### config.mk
export PLATFORM = sky130hd
export DESIGN_NAME = alu_arbiter
export DESIGN_NICKNAME = d
export VERILOG_FILES = /design/src/rtl/alu_arbiter.sv
export SDC_FILE = /design/constraint.sdc
export NUM_CORES = 1
export LEC_CHECK = 0
export ABC_AREA = 1
export BUFFER_PORTS_ARGS = -buffer_cell sky130_fd_sc_hd__buf_2
export CORE_UTILIZATION = 49
export CTS_CLUSTER_DIAMETER = 50
export CTS_CLUSTER_SIZE = 20
export DETAILED_ROUTE_END_ITERATION = 8
export PLACE_DENSITY = 0.93
export SKIP_LAST_GASP = 1
export SYNTH_ARGS = -nofsm -noshare
export SYNTH_HDL_FRONTEND = slang
export SYNTH_SLANG_ARGS = --single-unit
### constraint.sdc
create_clock -name clk -period 3.3 [get_ports clk]
set_input_delay 0.165 -clock clk [delete_from_list [all_inputs] [get_ports clk]]
set_output_delay 0.165 -clock clk [all_outputs]
set_load 0.03 [all_outputs]
### src/rtl/alu_arbiter.sv
// Round-robin arbiter and sequencer for the shared 8-bit ALU.
// Two requesters take turns. Each one gets a registered operand set, a fixed-latency wait, and a held response.
module alu_arbiter #(
  parameter int ALU_LAT = 2,
  parameter int OPW     = 8
) (
  input  logic           clk,
  input  logic           rst_n,
  input  logic           a_req_valid,
  output logic           a_req_ready,
  input  logic [OPW-1:0] a_op1,
  input  logic [OPW-1:0] a_op2,
  input  logic [OPW-1:0] a_sel,
  input  logic           b_req_valid,
  output logic           b_req_ready,
  input  logic [OPW-1:0] b_op1,
  input  logic [OPW-1:0] b_op2,
  input  logic [OPW-1:0] b_sel,
  output logic [OPW-1:0] alu_operand1,
  output logic [OPW-1:0] alu_operand2,
  output logic [OPW-1:0] alu_sel,
  input  logic [OPW-1:0] alu_result,
  input  logic [6:0]     alu_flags,
  input  logic           alu_eq,
  input  logic           alu_gt,
  input  logic           alu_lt,
  output logic           a_rsp_valid,
  input  logic           a_rsp_ready,
  output logic           b_rsp_valid,
  input  logic           b_rsp_ready,
  output logic [OPW-1:0] rsp_result,
  output logic [6:0]     rsp_flags,
  output logic [2:0]     rsp_cmp,
  output logic           rsp_err,
  output logic           busy
);

  typedef enum logic [1:0] {IDLE, WAIT, RESP} state_t;

  state_t         state, state_nxt;
  logic           last_grant;   // 0 = A, 1 = B
  logic           grant_id;
  logic [3:0]     cnt;
  logic           grant;
  logic           g_supported;
  logic           rsp_hs;
  logic [OPW-1:0] g_op1, g_op2, g_sel;

  function automatic logic op_supported(input logic [OPW-1:0] sel);
    return (sel >= OPW'(8'h03) && sel <= OPW'(8'h0A)) ||
           (sel >= OPW'(8'h0D) && sel <= OPW'(8'h12)) ||
           (sel >= OPW'(8'h14) && sel <= OPW'(8'h18));
  endfunction

  // Grant selection and next-state logic
  always_comb begin
    state_nxt   = state;
    a_req_ready = 1'b0;
    b_req_ready = 1'b0;
    g_op1       = a_op1;
    g_op2       = a_op2;
    g_sel       = a_sel;
    rsp_hs      = grant_id ? b_rsp_ready : a_rsp_ready;
    case (state)
      IDLE: begin
        // A wins unless B is also waiting and A was served last
        if (a_req_valid && (!b_req_valid || last_grant))
          a_req_ready = 1'b1;
        else if (b_req_valid)
          b_req_ready = 1'b1;
        if (b_req_ready) begin
          g_op1 = b_op1;
          g_op2 = b_op2;
          g_sel = b_sel;
        end
        if (a_req_ready || b_req_ready)
          state_nxt = op_supported(g_sel) ? WAIT : RESP;
      end
      WAIT: if (cnt == 4'd1) state_nxt = RESP;
      RESP: if (rsp_hs) state_nxt = IDLE;
      default: state_nxt = IDLE;
    endcase
    grant       = a_req_ready || b_req_ready;
    g_supported = op_supported(g_sel);
    a_rsp_valid = (state == RESP) && !grant_id;
    b_rsp_valid = (state == RESP) && grant_id;
    busy        = (state != IDLE);
  end

  always_ff @(posedge clk) begin
    if (!rst_n) begin
      state        <= IDLE;
      last_grant   <= 1'b1;
      grant_id     <= 1'b0;
      cnt          <= 4'd0;
      alu_operand1 <= '0;
      alu_operand2 <= '0;
      alu_sel      <= '0;
      rsp_result   <= '0;
      rsp_flags    <= '0;
      rsp_cmp      <= '0;
      rsp_err      <= 1'b0;
    end else begin
      state <= state_nxt;
      case (state)
        IDLE: begin
          if (grant) begin
            grant_id     <= b_req_ready;
            alu_operand1 <= g_op1;
            alu_operand2 <= g_op2;
            if (g_supported) begin
              alu_sel <= g_sel;
              cnt     <= 4'(ALU_LAT);
            end else begin
              // Unsupported opcode: answer immediately, ALU stays idle
              alu_sel    <= '0;
              rsp_err    <= 1'b1;
              rsp_result <= '0;
              rsp_flags  <= '0;
              rsp_cmp    <= '0;
            end
          end
        end
        WAIT: begin
          cnt <= cnt - 4'd1;
          if (cnt == 4'd1) begin
            rsp_result <= alu_result;
            rsp_flags  <= alu_flags;
            rsp_cmp    <= {alu_eq, alu_gt, alu_lt};
            rsp_err    <= 1'b0;
          end
        end
        RESP: begin
          if (rsp_hs) begin
            last_grant <= grant_id;
            alu_sel    <= '0;
          end
        end
        default: ;
      endcase
    end
  end

endmodule

Word-level counts from Yosys, hierarchy flattened
Cells that the tools add are included.
{ "word_totals": {"mem_bits_rw": 0, "regBits": 51, "word_cells": 102, "in_bits": 72, "n_memories": 0, "latch_bits": 0, "out_inout_bits": 48, "romBits": 0} }
{ "classes": {"n_mux": 41, "multipliers": 0, "shifts": 0, "reduce_logical": 28, "n_addsub": 1, "order_cmp": 12, "eq_ne": 9, "div": 0, "n_bitwise": 0} }
{ "ops": {"columns": ["operator", "n"], "rows": [
  ["two-way mux 8 bit", 11],
  ["<= comparator 8 x 5 -> 1 bit (second input constant)", 4],
  ["case mux 8 bit (2 select lines)", 2],
  ["two-way mux 7 bit", 3],
  [">= comparator 8 x 2 -> 1 bit (second input constant)", 2],
  [">= comparator 8 x 4 -> 1 bit (second input constant)", 2],
  [">= comparator 8 x 5 -> 1 bit (second input constant)", 2],
  ["<= comparator 8 x 4 -> 1 bit (second input constant)", 2],
  ["case mux 7 bit (2 select lines)", 1],
  ["inequality test 2 bit (second input constant)", 6],
  ["two-way mux 1 bit", 11],
  ["logical AND 1 bit", 9],
  ["two-way mux 3 bit", 3],
  ["AND reduction 3 bit", 3],
  ["two-way mux 2 bit", 4],
  ["two-way mux 4 bit", 2],
  ["case mux 4 bit (2 select lines)", 1],
  ["logical OR 1 bit", 7],
  ["case mux 2 bit (3 select lines)", 1],
  ["case mux 3 bit (2 select lines)", 1],
  ["nonzero test 2 bit", 3],
  ["== test 4 x 1 -> 1 bit (second input constant)", 1],
  ["AND reduction 2 bit", 2],
  ["AND reduction 4 bit", 1],
  ["other kinds (6)", 7]
]} }

Depth between registers and ports, before layout
Gate-level depths: netlist of run 1.
{ "depth": {"depth_word": 15, "ltp_mapped": 14, "ltp_nobuf": 14} }

Worst setup path after synthesis of run 1
No wires, ideal clock.
{ "synth_timing": {"path_kind": "register to register", "startpoint": "register state[1]", "endpoint": "register rsp_cmp[0]", "path_slack_ns": 1.555, "arrival_ns": 1.618, "required_ns": 3.172, "stages_incl_launch_ff": 11, "setup_time_ns": 0.128, "path_buffers": 1, "synth_period_minus_slack_ns": 1.745, "path_cell_list": "dfxtp_1 > nor2_4 > inv_1 > nor2_2 > nor2_4 > nand2_4 > inv_2 > nand2_4 > buf_6 > a22oi_1 > nor2_1"} }
{ "synth_between": {"elab_chain_len": 8, "word_cells_on_any_way": 23, "cone_classes": "6 x order compare; 4 x eq/ne; 4 x mux; 9 x reduce/logical"} }
{ "synth_rtl": {"columns": ["element", "line_no", "text"], "rows": [
  ["start: declaration", "40", "state_t state, state_nxt;"],
  ["start signal: assignment", "104", "state <= state_nxt;"],
  ["zero test 2 bit", "64, 105", null],
  ["two-way mux 8 bit", "64", "case (state)"],
  [">= comparator 8 x 2 -> 1 bit (tied with other cells)", "50", "return (sel >= OPW'(8'h03) && sel <= OPW'(8'h0A)) ||"],
  ["logical AND 1 bit, on equally long branches", "50, 51", null],
  ["logical OR 1 bit", "50", null],
  ["logical OR 1 bit", "51", "(sel >= OPW'(8'h0D) && sel <= OPW'(8'h12)) ||"],
  ["inequality test 2 bit (no source line)", null, null],
  ["AND reduction 4 bit (no source line)", null, null],
  ["end signal: assignment", "129", "rsp_cmp <= {alu_eq, alu_gt, alu_lt};"],
  ["end: declaration", "33", "output logic [2:0] rsp_cmp,"]
]} }
Several ways; a longest one is shown, not always the timed one.
A chain may end at the register's enable or synchronous reset.

Final worst setup path of run 1
{ "layout_timing": {"startpoint": "register last_grant", "endpoint": "register alu_sel[3]"} }
{ "layout_between": {"elab_chain_len": 14, "word_cells_on_any_way": 28, "cone_classes": "6 x order compare; 1 x eq/ne; 12 x mux; 9 x reduce/logical"} }
{ "layout_rtl": {"columns": ["element", "line_no", "text"], "rows": [
  ["start: declaration", "41", "logic last_grant;"],
  ["start signal: assignment", "135", "last_grant <= grant_id;"],
  ["logical OR 1 bit (*)", "67", "if (a_req_valid && (!b_req_valid || last_grant))"],
  ["logical AND 1 bit (*)", "67", null],
  ["two-way mux 1 bit", "67", null],
  ["two-way mux 1 bit", "64", null],
  ["two-way mux 8 bit", "71", "if (b_req_ready) begin"],
  ["two-way mux 8 bit (2 in a row)", "64", null],
  [">= comparator 8 x 2 -> 1 bit (tied with other cells)", "50", null],
  ["logical AND 1 bit, on equally long branches", "50, 51", null],
  ["logical OR 1 bit", "50", null],
  ["logical OR 1 bit", "51", null],
  ["two-way mux 8 bit", "111", "if (g_supported) begin"],
  ["two-way mux 8 bit", "107", "if (grant) begin"],
  ["case mux 8 bit (2 select lines)", "105", "case (state)"],
  ["end signal: assignment", "112", "alu_sel <= g_sel;"],
  ["end: declaration", "21", "output logic [OPW-1:0] alu_sel,"]
]} }
Mark *: on every way between the ends. The rest lies on a longest branch, timed or not. The select of a mux whose other input is x is not followed.

==> metrics.cfg, run 1 <==
[status]
status=completed

[yosys]
avgSynthCellArea_um2=7.233
synthTopCellsByArea=dfxtp_1 42%, nand2_1 13%, nor2_1 5.7%
ys_seq_elements=51
synth_edf_count=0
netlist.area_leader.share_pct=41.76
yosysMostFrequentCell=nand2_1
yosysSeqAreaShare_pct=41.76
syn_nets=412
ys_warn_count=0
yosys.area.top_type=dfxtp_1
syn_area_um2=2445
ys_types=31
synth_commonest_cells=82 x nand2_1, 51 x dfxtp_1, 37 x nor2_1
syn_inst=338
async_flop_share_pct=0
ys.flop_type=dfxtp_1

[clock_tree]
cts.path.max_buffers=2
h-tree-depth=2
path_clk_slew_ns=0.11
cts_resized=0
postCtsSetupBuffers=0
numClockSinks=51
cts_tree=yes
cts_made_buffers=5
clk_latency_ns=0.31
cts_hold_buf=0
clockRootBuffer=clkbuf_8

[die]
ios=120
start_util_pct=51.42
core_area_um2=4755
placementRows=25
die_w_um=72.64
dieArea_um2=5276
die_h_um=72.64

[critical_path]
slowest_delay_ns=0.43
crit_required_ns=3.53
cp.arrival_ns=2.67
rr_worst_depth=10
crit_chain=a21oi_4 -> buf_4 -> nand2_4 -> nand2_2 -> nor2_2 -> a21oi_1 -> inv_2 -> nor2_4 -> nand3_1 -> a21oi_1
cpMostUsedCell=a21oi_1
path_max_fanout=33
crit_path_start_kind=flop
critPathCaptureType=flop
ff2ff_setup_slack_ns=0.86
slowest_stage=nand2_2
crit_type=reg -> reg

[power_and_ir_drop]
swShare_pct=46.05
power.density_nw_per_um2=672.2
power_frac_comb_pct=45.1
ir_worst_vdd_mv=0.3572
p_seq_share_pct=37.0
clkPwrFrac_pct=17.9
p_leak_nw=1.582
p_int_mw=1.148
power.switching_uw=980.2

[detailed_routing]
first_pass_iters=5
routed_via_density=5.226
drcViolationCount=0
drt-initial-drc-count=179
ant_nets=0
vias=2723
wl_per_cell_um=12.73
totalWireLength_mm=6.632

[sta]
slew_viol_final=0
setup-violations-final=0
skew_ns=0.01485
rsz0062_at_grt=no
worstMarginPinSlew_ns=0.7365
tns_ns=0
final.min_clock_period_ns=2.437
fmax_mhz=410.4
slew_headroom_pct=50.60
period_share_pct=73.84
report.final.hold_viol_count=0
setup_ws_ns=0.8633

[global_routing]
grt_antenna_before_repair=0
grt_pass1_vias=2455
grt_pass1_wl_mm=10.60
grt_max_degree=34
globalRouteOverflowTotal=0
grt_usage_pct=25.54

[placement]
hpwl_mm=4.835
pre_cts_ws_ns=0.9678
gp_congestion=0.9084
io_buffer_count=119

[final_layout]
nets=527
areaGrowthSynthToFinish_pct=29.53
fin_util_pct=66.61
layout-drive-gt1-share_pct=32.60
n_antenna_cell=0

[flow_run]
drv_cap=0

[min_path]
hp-class=in -> reg
min_delay_path_depth=3

through the flow:
stage          hold WS (ns)  cells  cell area (um2)  power, mW
3_5_place_dp         0.4232    513             3070      1.739
3_3_place_gp         0.4159    513             3070      1.719
6_report            0.08771    521             3167      2.129
4_1_cts             0.08336    521             3167      2.127
2_1_floorplan        0.3033    338             2445      1.516
5_1_grt             0.08842    521             3167      2.256
layer usage:
metal | share of wire, % | routed length [um] | GRT usage [%] | up-vias
li1 | - | - | - | 1362
met3 | 7.7 | 510 | 6.492 | 25
met5 | 0 | 0 | 0 | -
met2 | 48 | 3162 | 43.82 | 147
met1 | 41 | 2736 | 29.74 | 1189
met4 | 3.4 | 223 | 12.20 | 0
power groups by stage:
stage | clock network [mW] | logic [mW] | registers [mW]
floorplan | 0 | 0.566 | 0.949
global placement | 0 | 0.922 | 0.797
detailed placement | 0 | 0.944 | 0.796
CTS | 0.385 | 0.956 | 0.787
global route | 0.410 | 1.04 | 0.802
finish | 0.381 | 0.960 | 0.787
cells in the final DEF (no fill, tap or decap), drive strengths merged:
| cell type | count |
|---|---|
| nand4 | 4 |
| clkinvlp | 1 |
| a31oi | 18 |
| or2 | 2 |
| nor3 | 2 |
| o31ai | 1 |
| clkbuf | 5 |
| o21a | 1 |
| nand3 | 22 |
| o211ai | 1 |
| nor2 | 43 |
| a21oi | 18 |
| buf | 121 |
| ha | 2 |
| o21ai | 27 |
| dfxtp | 51 |
| nand2 | 89 |
| a22oi | 16 |
| clkinv | 3 |
| inv | 27 |
area by class of cell:
cell class,instances,area (um2)
inverters,28,105.1
clock inverters,3,27.53
fillers,407,1588
clock buffers,5,68.82
flip-flops and latches,51,1021
repair buffers,121,610.6
multi-input cells,246,1250
well taps,67,83.83
critical path, delay by kind of cell, from the launching register on:
kind                   cells  cell delay [ns]
AOI/OAI and AO/OA          3             0.57
buffers and inverters      2             0.44
DFF                        1             0.36
and+or+nand+nor            5             0.97
sequential cells by signal (all words and copies together), names as in the netlist:
name          count
alu_operand1      8
alu_operand2      8
alu_sel           8
cnt               4
grant_id          1
last_grant        1
rsp_cmp           3
rsp_err           1
rsp_flags         7
rsp_result        8
state             2
cells by family after synthesis:
logic type,synth area share [%]
compound gates,20.27
buf+inv,7.113
simple gates,29.84
flops,41.76
fa+ha+maj,1.023
final timing paths:
check / from / end
hold reg to reg: alu_sel[6] / alu_sel[6]
hold / removal: alu_result[4] / rsp_result[4]
setup / recovery: last_grant / alu_sel[3]
setup reg to reg: last_grant / alu_sel[3]
Note: power is estimated with default switching activity, not from simulation.
==> run 2, diff against run 1 <==
Settings changed: CORE_UTILIZATION 49 to 46, PLACE_DENSITY 0.93 to 0.88.
Clock period 3.3 ns to 2.51 ns, I/O delays scaled along.
==> run 2 against run 1 <==
Count of clock-buffer cells in the layout is 1 higher; sequential power is 32% higher; worst setup slack worse by 0.34 ns; non-clock buffer count is 3 higher; cell count is 1.2% higher; sequential share of layout area is 0.29 points lower; die area is 6.3% higher; fmax is 23% higher; critical path type unchanged.
==> metrics.cfg, run 2 (same netlist as run 1, synthesis figures left out) <==
[final_layout]
final_cell_mix=119 x buf_2, 82 x nand2_1, 51 x dfxtp_1, 37 x nor2_1, 25 x o21ai_0
layout-drive-gt1-share_pct=33.04  ; +0.44 points
n_antenna_cell=0  ; unchanged
final_cells=527  ; +1.2%
multi_input_area_um2=1250  ; unchanged
final_common_cell=buf_2
regArea_um2=1021  ; unchanged
nets=530  ; +0.57%
areaGrowthSynthToFinish_pct=30.71
nFillCells=482  ; +18%

[placement]
gp_congestion=0.8651  ; -4.8%
hpwl_mm=4.899  ; +1.3%
dp.cells=519  ; +1.2%
pre_cts_ws_ns=0.5652  ; -0.4027 ns
io_buffer_count=119  ; unchanged

[clock_tree]
postCtsSetupBuffers=0  ; unchanged
cts_tree=yes
clk_latency_ns=0.30  ; about the same
cts.path.max_buffers=2  ; unchanged
path_clk_slew_ns=0.10  ; about the same
clockRootBuffer=clkbuf_8
cts_hold_buf=0  ; unchanged
cts_made_buffers=5  ; unchanged
numClockSinks=51  ; unchanged
h-tree-depth=2  ; unchanged
cts_resized=0  ; unchanged

[sta]
setup_ws_ns=0.5281  ; -0.3353 ns
worstMarginPinSlew_ns=0.4276  ; -0.3089 ns
skew_ns=0.009792  ; -0.005058 ns
tns_ns=0  ; unchanged
report.final.hold_viol_count=0  ; unchanged
slew_headroom_pct=71.49  ; +21 points
fmax_mhz=504.6  ; +23%
final.min_clock_period_ns=1.982  ; -0.4547 ns
setup-violations-final=0  ; unchanged
period_share_pct=78.96  ; +5.1 points
slew_viol_final=0  ; unchanged
rsz0062_at_grt=no

[critical_path]
crit_required_ns=2.70  ; -0.83 ns
crit_path_start_kind=flop
cpMostUsedCell=inv_1
critPathCaptureType=flop
crit_type=reg -> reg
path_max_fanout=19  ; -42%
crit_chain=inv_1 -> nor2_1 -> inv_2 -> a31oi_1 -> inv_1 -> nand2_4 -> inv_2 -> nand2_4 -> inv_1 -> a31oi_1 -> nor2_1
rr_worst_depth=11  ; +1
cp.arrival_ns=2.17  ; -0.50 ns
crit_buf_inv=5  ; +3
cp.depth=11  ; +1
slowest_delay_ns=0.40  ; -0.03 ns
slowest_stage=dfxtp_1
path_delay_family=simple AND/OR/NAND/NOR gates

[detailed_routing]
totalWireLength_mm=6.372  ; -3.9%
first_pass_iters=6  ; +1
ant_nets=0  ; unchanged
routed_via_density=5.087  ; -2.7%
drt-initial-drc-count=166  ; -7.3%
vias=2681  ; -1.5%
wl_per_cell_um=12.09  ; -5.0%
drcViolationCount=0  ; unchanged

[global_routing]
grt_max_degree=33  ; -2.9%
grt_antenna_before_repair=0  ; unchanged
globalRouteOverflowTotal=0  ; unchanged
grt_pass1_wl_mm=9.729  ; -8.2%
grt_pass1_vias=2300  ; -6.3%
grt_usage_pct=22.56  ; -3.0 points

[die]
die_w_um=74.91  ; +3.1%
placementRows=26  ; +4.0%
die_h_um=74.91  ; +3.1%
ios=120  ; unchanged
core_area_um2=5107  ; +7.4%
dieArea_um2=5611  ; +6.3%
start_util_pct=47.87  ; -3.6 points

[power_and_ir_drop]
power.density_nw_per_um2=879.3  ; +31%
ir_worst_vdd_mv=0.5266  ; +47%
p_leak_nw=1.597  ; +0.99%

[min_path]
min_delay_path_depth=3  ; unchanged
hp-class=in -> reg

[status]
status=completed

[flow_run]
drv_cap=0  ; unchanged

[run 2: path summary, 6_finish.rpt]
path                       from  slack, ns       endpoint
setup reg to reg       state[0]       0.53       state[1]
hold / removal    alu_result[4]       0.05  rsp_result[4]
hold reg to reg      alu_sel[6]       0.44     alu_sel[6]
setup / recovery       state[0]       0.53       state[1]
[run 2: worst min-delay path, stage by stage]
cell     delay (ns)
buf_2          0.09
nand2_1        0.05
a21oi_1        0.05
[run 2: power by group]
group,switching (mW),total (mW),leakage (nW),internal [mW]
logic,0.901,1.28,1.13,0.375
registers,0.0896,1.04,0.417,0.946
clock network,0.272,0.497,0.0474,0.225
total,1.26,2.81,1.60,1.55
[run 2: final cells by class]
type                            instances  area share [%]
Clock inverter                          2          0.5090
Sequential cell                        51           31.95
Multi-Input combinational cell        246           39.12
Inverter                               28           3.289
Tap cell                               70           2.741
Clock buffer                            6           2.584
Timing Repair Buffer                  124           19.81
[run 2: metrics by stage]
step	cell area (um2)	hold WS, ns	power, mW	util [%]
2_1_floorplan	2445	0.2638	1.993	-
3_3_place_gp	3097	0.3799	2.292	60.63
3_5_place_dp	3097	0.3826	2.321	60.63
4_1_cts	3196	0.04872	2.821	62.57
5_1_grt	3196	0.05236	2.994	62.57
6_report	3196	0.05410	2.810	62.57
[run 2: per-layer routing]
| metal | wire length (um) | part of all wire (%) | track usage [%] |
|---|---|---|---|
| met1 | 2764 | 43 | 27.46 |
| met5 | 0 | 0 | 0 |
| met2 | 3090 | 48 | 39.14 |
| met3 | 407 | 6.4 | 4.953 |
| met4 | 109 | 1.7 | 8.176 |
